File: src/rtl/router_pkg.sv
// Shared types and constants for the router packet source.
package router_pkg;

    localparam int ADDR_W = 2;
    localparam int LEN_W  = 6;
    localparam int DATA_W = 8;

    localparam logic [ADDR_W-1:0] ADDR_ILLEGAL = 2'b11;

    typedef enum logic [2:0] {
        S_IDLE,
        S_LOAD,
        S_HDR,
        S_PAYLOAD,
        S_PARITY,
        S_GAP
    } tx_state_t;

    // Header byte layout: length in the upper six bits, destination in the lower two.
    function automatic logic [DATA_W-1:0] pack_header(
        input logic [LEN_W-1:0]  len,
        input logic [ADDR_W-1:0] addr
    );
        return {len, addr};
    endfunction

endpackage

File: src/rtl/router_tx_buf.sv
// Payload store: 64x8, synchronous write, asynchronous read.
module router_tx_buf
    import router_pkg::*;
(
    input  logic              clk,
    input  logic              i_we,
    input  logic [LEN_W-1:0]  i_waddr,
    input  logic [DATA_W-1:0] i_wdata,
    input  logic [LEN_W-1:0]  i_raddr,
    output logic [DATA_W-1:0] o_rdata
);

    logic [DATA_W-1:0] r_mem [0:(1<<LEN_W)-1];

    // Capture each accepted payload beat; contents need no reset.
    always_ff @(posedge clk) begin
        if (i_we) begin
            r_mem[i_waddr] <= i_wdata;
        end
    end

    assign o_rdata = r_mem[i_raddr];

endmodule

File: src/rtl/router_pkt_tx.sv
// Router input-port packet source: buffers a payload, then emits
// header, payload and XOR parity under busy back-pressure, followed
// by an idle gap. Optional feature macro: ROUTER_TX_PARITY_ERR_INJ_EN
// (adds corrupt_parity to invert the emitted parity byte).
module router_pkt_tx
    import router_pkg::*;
#(
    parameter int unsigned GAP_CYCLES = 2
)
(
    input  logic              clk,
    input  logic              reset,
    input  logic              cmd_valid,
    input  logic [ADDR_W-1:0] cmd_addr,
    input  logic [LEN_W-1:0]  cmd_len,
`ifdef ROUTER_TX_PARITY_ERR_INJ_EN
    input  logic              corrupt_parity,
`endif
    output logic              cmd_ready,
    output logic              cmd_err,
    input  logic              pl_valid,
    input  logic [DATA_W-1:0] pl_data,
    output logic              pl_ready,
    input  logic              busy,
    output logic              pkt_valid,
    output logic [DATA_W-1:0] data_out,
    output logic              done
);

    localparam logic [15:0] GAP_LAST = 16'(GAP_CYCLES - 1);

    tx_state_t         r_state;
    logic [DATA_W-1:0] r_header;
    logic [DATA_W-1:0] r_parity;
    logic [LEN_W-1:0]  r_len;
    logic [LEN_W-1:0]  r_idx;
    logic [15:0]       r_gap_cnt;
    logic              r_pkt_valid;
    logic [DATA_W-1:0] r_data_out;
    logic              r_cmd_err;
    logic              r_done;

    logic              w_cmd_fire;
    logic              w_cmd_illegal;
    logic              w_pl_fire;
    logic              w_consume;
    logic              w_last_load;
    logic [DATA_W-1:0] w_rd_data;
    logic [DATA_W-1:0] w_parity_out;

    assign cmd_ready     = (r_state == S_IDLE);
    assign pl_ready      = (r_state == S_LOAD);
    assign w_cmd_fire    = cmd_valid && cmd_ready;
    assign w_cmd_illegal = (cmd_addr == ADDR_ILLEGAL) || (cmd_len == '0);
    assign w_pl_fire     = pl_valid && pl_ready;
    assign w_consume     = !busy;
    assign w_last_load   = (r_idx == (r_len - 6'd1));

`ifdef ROUTER_TX_PARITY_ERR_INJ_EN
    logic r_corrupt;

    // Latch the corruption request together with the command.
    always_ff @(posedge clk) begin
        if (reset) begin
            r_corrupt <= 1'b0;
        end else if (w_cmd_fire && !w_cmd_illegal) begin
            r_corrupt <= corrupt_parity;
        end
    end

    assign w_parity_out = r_corrupt ? ~r_parity : r_parity;
`else
    assign w_parity_out = r_parity;
`endif

    // Write and read share r_idx: it is the load index in LOAD and the
    // send pointer (next payload byte to drive) in HDR/PAYLOAD.
    router_tx_buf u_buf (
        .clk     (clk),
        .i_we    (w_pl_fire),
        .i_waddr (r_idx),
        .i_wdata (pl_data),
        .i_raddr (r_idx),
        .o_rdata (w_rd_data)
    );

    // Packet FSM with registered router-side outputs and pulse flags.
    always_ff @(posedge clk) begin
        if (reset) begin
            r_state     <= S_IDLE;
            r_header    <= '0;
            r_parity    <= '0;
            r_len       <= '0;
            r_idx       <= '0;
            r_gap_cnt   <= '0;
            r_pkt_valid <= 1'b0;
            r_data_out  <= '0;
            r_cmd_err   <= 1'b0;
            r_done      <= 1'b0;
        end else begin
            r_cmd_err <= 1'b0;
            r_done    <= 1'b0;
            case (r_state)
                S_IDLE: begin
                    if (w_cmd_fire) begin
                        if (w_cmd_illegal) begin
                            r_cmd_err <= 1'b1;
                        end else begin
                            r_header <= pack_header(cmd_len, cmd_addr);
                            r_parity <= pack_header(cmd_len, cmd_addr);
                            r_len    <= cmd_len;
                            r_idx    <= '0;
                            r_state  <= S_LOAD;
                        end
                    end
                end
                S_LOAD: begin
                    if (w_pl_fire) begin
                        r_parity <= r_parity ^ pl_data;
                        if (w_last_load) begin
                            r_idx       <= '0;
                            r_data_out  <= r_header;
                            r_pkt_valid <= 1'b1;
                            r_state     <= S_HDR;
                        end else begin
                            r_idx <= r_idx + 6'd1;
                        end
                    end
                end
                S_HDR: begin
                    if (w_consume) begin
                        r_data_out <= w_rd_data;
                        r_idx      <= r_idx + 6'd1;
                        r_state    <= S_PAYLOAD;
                    end
                end
                S_PAYLOAD: begin
                    // r_idx == r_len means every payload byte has been driven.
                    if (w_consume) begin
                        if (r_idx == r_len) begin
                            r_data_out  <= w_parity_out;
                            r_pkt_valid <= 1'b0;
                            r_state     <= S_PARITY;
                        end else begin
                            r_data_out <= w_rd_data;
                            r_idx      <= r_idx + 6'd1;
                        end
                    end
                end
                S_PARITY: begin
                    if (w_consume) begin
                        r_done     <= 1'b1;
                        r_data_out <= '0;
                        r_gap_cnt  <= '0;
                        if (GAP_CYCLES == 0) begin
                            r_state <= S_IDLE;
                        end else begin
                            r_state <= S_GAP;
                        end
                    end
                end
                S_GAP: begin
                    if (r_gap_cnt == GAP_LAST) begin
                        r_state <= S_IDLE;
                    end else begin
                        r_gap_cnt <= r_gap_cnt + 16'd1;
                    end
                end
                default: begin
                    r_state     <= S_IDLE;
                    r_pkt_valid <= 1'b0;
                    r_data_out  <= '0;
                end
            endcase
        end
    end

    assign pkt_valid = r_pkt_valid;
    assign data_out  = r_data_out;
    assign cmd_err   = r_cmd_err;
    assign done      = r_done;

endmodule

File: config.mk
export PLATFORM = sky130hd
export DESIGN_NAME = router_pkt_tx
export DESIGN_NICKNAME = d
export VERILOG_FILES = /design/src/rtl/router_pkg.sv /design/src/rtl/router_tx_buf.sv /design/src/rtl/router_pkt_tx.sv
export SDC_FILE = /design/constraint.sdc
export NUM_CORES = 1
export LEC_CHECK = 0
export BUFFER_PORTS_ARGS = -buffer_cell sky130_fd_sc_hd__buf_4
export CORE_ASPECT_RATIO = 1.75
export CORE_UTILIZATION = 45
export CTS_CLUSTER_DIAMETER = 40
export DETAILED_ROUTE_END_ITERATION = 8
export HOLD_SLACK_MARGIN = 0.06
export SLEW_MARGIN = 40
export SYNTH_ARGS = -nofsm -noshare
export SYNTH_HDL_FRONTEND = slang
export SYNTH_SLANG_ARGS = --single-unit
File: constraint.sdc
create_clock -name clk -period 3.5 [get_ports clk]
set_input_delay 0.175 -clock clk [delete_from_list [all_inputs] [get_ports clk]]
set_output_delay 0.175 -clock clk [all_outputs]
set_load 0.02 [all_outputs]
# Word level (Yosys, flattened, before mapping)
# Memory sizes are Yosys's and may differ from the RTL's. A register that Yosys moved wholly into a read port is not among the register bits.
# Cells that the tools add are included.
# op_classes
n_addsub	3
eq_ne	20
n_mux	43
n_bitwise	7
n_reduce_logical	19
# ops
operator	n
$mux W8	9
$mux W6	9
$pmux W8 S5	1
$mux W16	2
$pmux W16 S2	1
$mux W3	9
$pmux W6 S4	1
$pmux W3 S6	1
$add A16 B1 Y16 const B	1
$eq A16 B1 Y1 const B	1
$ne A2 B2 Y1 const B	8
$pmux W8 S2	1
$eq A6 B6 Y1	2
$reduce_and A9 Y1	1
$mux W1	8
$xor A8 B8 Y8	1
$reduce_and A7 Y1	1
$add A6 B1 Y6 const B	1
$eq A3 B2 Y1 const B	2
$eq A3 B3 Y1 const B	2
$logic_not A6 Y1	1
$ne A2 B1 Y1 const B	3
$not A1 Y1	6
$reduce_and A3 Y1	2
other kinds (15)	18
# totals
ff_bits	58
ram_bits	512
inputBits	21
out_inout_bits	13
elab_cells	103
n_memories	1
# mem_list
name	depth	word_bits	read_ports	rd_ports_with_merged_regs	wr	line	rtl
u_buf.r_mem	64	8	1	1	1	router_tx_buf.sv:13	logic [DATA_W-1:0] r_mem [0:(1<<LEN_W)-1];

# Depth between registers and ports, before layout
# depth
ltp_word	7
ltp_mapped	9
depth_no_buf	8

# Modules after synthesis
# From an unflattened synthesis, not the netlist that was laid out.
# hier_totals
hier_cells	1325
hier_area_um2	23179.7
# by_module_without_submodules
mod	instances	cells_each	area_per_inst_um2	seq_area_each_um2
router_tx_buf	1	932	20006.7	15374.7
router_pkt_tx	1	393	3173.0	1041.0

# Worst setup path before layout
# Ideal clock, no wire load.
# synth_path
path_type	register to register
start	register r_state[2]
end	memory u_buf.r_mem[60][0] (enable)
setup_time_ns	0.370
arrival_ns	2.065
t_required_ns	3.130
slack_ns	1.065
path_stages_with_launch	8
path_buffers	2
period_less_slack_ns	2.435
cell_sequence	dfxtp_1 > clkbuf_1 > nor2_1 > nand2_1 > inv_1 > buf_1 > nand3_1 > nor2_1
# synth_via
elab_chain_len	4
# synth_lines
element	line	rtl
start: declaration	router_pkt_tx.sv:32	tx_state_t r_state;
start signal: assignment	router_pkt_tx.sv:90	r_state <= S_IDLE;
start signal: assignment	router_pkt_tx.sv:113	r_state <= S_LOAD;
start signal: assignment	router_pkt_tx.sv:124	r_state <= S_HDR;
$eq A3 B1 Y1	router_pkt_tx.sv:52	assign pl_ready = (r_state == S_LOAD);
named net pl_ready	router_pkt_tx.sv:23	output logic pl_ready,
$logic_and A1 B1 Y1	router_pkt_tx.sv:55	assign w_pl_fire = pl_valid && pl_ready;
$mux W1	router_tx_buf.sv:17	if (i_we) begin
$mux W1 (not written as such)	router_tx_buf.sv:18	r_mem[i_waddr] <= i_wdata;
end: declaration	router_tx_buf.sv:13	
# The timed path passes the listed nets, and every way through them passes these cells.

==> flow_metrics.env <==
export IMPL_hpwl_mm=37.84
export IMPL_grt_max_degree=67
export IMPL_setup_viol=0
export IMPL_grt_pass1_wl_mm=83.21
export IMPL_multi_input_area_mm2=0.005747
export IMPL_clkSinkCount=570
export IMPL_synth_mux_area_share_pct=13.69
export IMPL_cts_root_buf="clkbuf_16"
export IMPL_worst_setup_path_start_kind="register"
export IMPL_ys_types=56
export IMPL_p_leak_nw=8.377
export IMPL_synthArstFlopShare_pct=0
export IMPL_cp_end_kind="register"
export IMPL_start_util_pct=45.60
export IMPL_min_period_ns=2.617
export IMPL_fillers=3924
export IMPL_synth_xor_xnor_area_share_pct=0.9295
export IMPL_synth_main_ff_cell="edfxtp_1"
export IMPL_fin_cells=2111
export IMPL_crit_arrival_ns=3.09
export IMPL_required_ns=3.98
export IMPL_antenna_found_initial=0
export IMPL_grt_setup_unrepaired="false"
export IMPL_clock_latency_ns=0.59
export IMPL_syn_avg_cell_area_um2=17.91
export IMPL_drive_gt1_share_pct=25.02
export IMPL_final_setup_skew_ns=0.02206
export IMPL_peakVddDrop_v=0.0002975
export IMPL_numCtsBuffers=52
export IMPL_power_internal_mw=11.26
export IMPL_port_buffers=33
export IMPL_synth_area_mm2=0.02261
export IMPL_cts_tree="yes"
export IMPL_slew_limit_headroom_pct=44.08
export IMPL_synthSimpleGateAreaFrac_pct=5.538
export IMPL_grt_pass1_vias=12629
export IMPL_cts_htree_levels=2
export IMPL_clk_pin_slew_ns=0.06
export IMPL_routedWlPerCell_um=27.05
export IMPL_fmax_mhz=382.2
export IMPL_power_density_mw_per_mm2=551.6
export IMPL_finalCritPeriodShare_pct=74.76
export IMPL_fin_ws_ns=0.8833
export IMPL_r2r_slack_ns=0.88
export IMPL_diodes=0
export IMPL_antenna_left=0
export IMPL_die_area_mm2=0.05119
export IMPL_gp_congestion=0.8831
export IMPL_swShare_pct=22.20
export IMPL_critPathKind="register to register"
export IMPL_detail_route_vias_per_cell=5.821
export IMPL_synthToLayoutAreaGrowth_pct=16.03
export IMPL_regArea_mm2=0.01654
export IMPL_yosysSeqAreaShare_pct=73.12
export IMPL_ys_ff_latch=570
export IMPL_final_max_slew_viol_count=0
export IMPL_nNetsFinal=1432
export IMPL_totalWireLength_mm=57.10
export IMPL_fp_row_count=108
export IMPL_first_iter_violations=1126
export IMPL_synth_compound_area_share_pct=4.996
export IMPL_syn_nets=1288
export IMPL_p_switching_mw=3.213
export IMPL_cap_violations=0
export IMPL_tightest_slew_ns=0.8377
export IMPL_grt_overflow=0
export IMPL_synthCells=1263
export IMPL_synthAdderAreaFrac_pct=0.2213
export IMPL_die_h_um=298.6
export IMPL_coreArea_mm2=0.04959
export IMPL_hold_class="primary input to register"
export IMPL_place_ws_ns=0.8895
export IMPL_final_hold_violation_count=0
export IMPL_die_x_um=171.5
export IMPL_grt_total_usage_pct=22.88
export IMPL_io_pins=34
export IMPL_drt_drc_violations_left=0
export IMPL_placed_cells=1992
export IMPL_dr_pass1_iters=8
export IMPL_p_comb_share_pct=8.1
export IMPL_outcome="complete, no violations"
export IMPL_pwr_share_seq_pct=51.8
export IMPL_synth_edf_count=512
export IMPL_synth_top_family_by_area="multiplexers"
export IMPL_yosysWarnings=0
export IMPL_vias=12289
export IMPL_worstPathMaxFanout=8
export IMPL_clkPwrFrac_pct=40.1
export IMPL_setup_tns_ns=0
export IMPL_clockBufferDepth=3
## cell type report
cell class,count,share of cell area (%)
clock inverter,31,1.206
sequential,570,63.05
clock buffer,67,5.484
tap,660,3.147
timing repair buffer,159,5.036
inverter,12,0.1717
multi-input combinational,612,21.90
## synth_stat cells (5+ instances only)
cell type,n,area (um^2)
nor4_1,8,50.05
nand4_1,7,43.79
o221ai_1,6,52.55
nor3b_1,9,67.56
mux4_2,124,2793
a22oi_1,60,450.4
nand2b_1,6,37.54
buf_1,12,45.04
a21oi_1,46,230.2
nand2_1,42,157.7
nor3_1,6,30.03
xor2_1,17,148.9
o21ai_0,17,85.08
inv_1,12,45.04
edfxtp_1,512,15370
dfxtp_1,58,1161
buf_2,15,75.07
or4_1,5,37.54
clkbuf_1,40,150.1
xnor2_1,7,61.31
o211ai_1,5,37.54
o21a_1,10,75.07
nor2_1,128,480.5
nand3_1,21,105.1
nor2b_1,7,43.79
mux2i_1,28,280.3
## repair_timing
action                     CTS  global route
setup buffers                0             0
hold buffers                21             0
setup endpoints to repair    0             0
gates resized for setup      0             0
hold endpoints to repair    22             0
## stage by stage
stage | utilization (%) | hold WS, ns | total power, mW | instance area, um^2
4_1_cts | 52.91 | 0.07901 | 14.61 | 26240
3_5_place_dp | 48.95 | 0.4324 | 8.824 | 24270
2_1_floorplan | - | 0.2444 | 8.374 | 22610
5_1_grt | 52.91 | 0.1161 | 14.89 | 26240
3_3_place_gp | 48.93 | 0.4306 | 8.810 | 24260
6_report | 52.91 | 0.1074 | 14.47 | 26240
## power by group through the flow
stage / clock network, mW / logic, mW / registers (mW)
final: 5.80 / 1.18 / 7.50
after global routing: 6.14 / 1.26 / 7.50
after CTS: 5.91 / 1.20 / 7.50
after detailed placement: 0 / 1.18 / 7.64
after global placement: 0 / 1.17 / 7.64
after floorplan: 0 / 0.770 / 7.60
## sequential cells by signal (all words and copies together), names as in the netlist, named ones only
register,flops
u_buf.r_mem,512
r_gap_cnt,16
pkt_valid,1
r_header,8
cmd_err,1
r_parity,8
r_state,3
data_out,8
r_idx,6
done,1
## critical path, cell delays in order, from the launching register on
cell      delay, ns
dfxtp_1        0.42
inv_1          0.07
ha_1           0.22
nand2b_1       0.16
o211a_1        0.13
o31ai_1        0.49
and4_1         0.35
o21ai_1        0.26
o311ai_0       0.40
## layer usage
| metal | wire (um) | vias to the layer above | GRT usage (%) |
|---|---|---|---|
| li1 | - | 5363 | - |
| met1 | 20460 | 6438 | 25.89 |
| met2 | 31120 | 371 | 41.79 |
| met3 | 2566 | 117 | 2.847 |
| met4 | 2949 | 0 | 11.46 |
| met5 | 0 | - | 0 |
## cells in the final DEF, fill, tap and decap left out, types with 9 or more instances in the layout
master,synthesis,final
nand3_1,21,21
nor3b_1,9,9
dlygate4sd3_1,0,21
inv_1,12,12
xor2_1,17,17
o21a_1,10,10
mux4_2,124,124
edfxtp_1,512,512
mux2i_1,28,28
clkbuf_16,0,53
nor2_1,128,127
nand2_1,42,42
buf_4,0,132
o21ai_0,17,17
dfxtp_1,58,55
a22oi_1,60,60
a21oi_1,46,46
## worst paths after layout
path,start,endpoint,cells past startpoint
worst max-delay path,r_header[2]$_SDFFE_PP0P_,data_out[0]$_SDFFE_PP0P_,8
worst min-delay path,pl_valid,r_state[1]$_SDFFE_PP0P_,4
worst min register to register,data_out[1]$_SDFFE_PP0P_,data_out[1]$_SDFFE_PP0P_,2
worst max register to register,r_header[2]$_SDFFE_PP0P_,data_out[0]$_SDFFE_PP0P_,8
## kinds of logic after synthesis
kind of cell	count (synthesis)
flip-flops	570
AND/OR/NAND/NOR	264
AO/OA/AOI/OAI	166
multiplexers	154
buffers and inverters	81
XOR/XNOR	24
adder cells (fa/ha/maj)	4
Power figures use the tool's default switching activity.
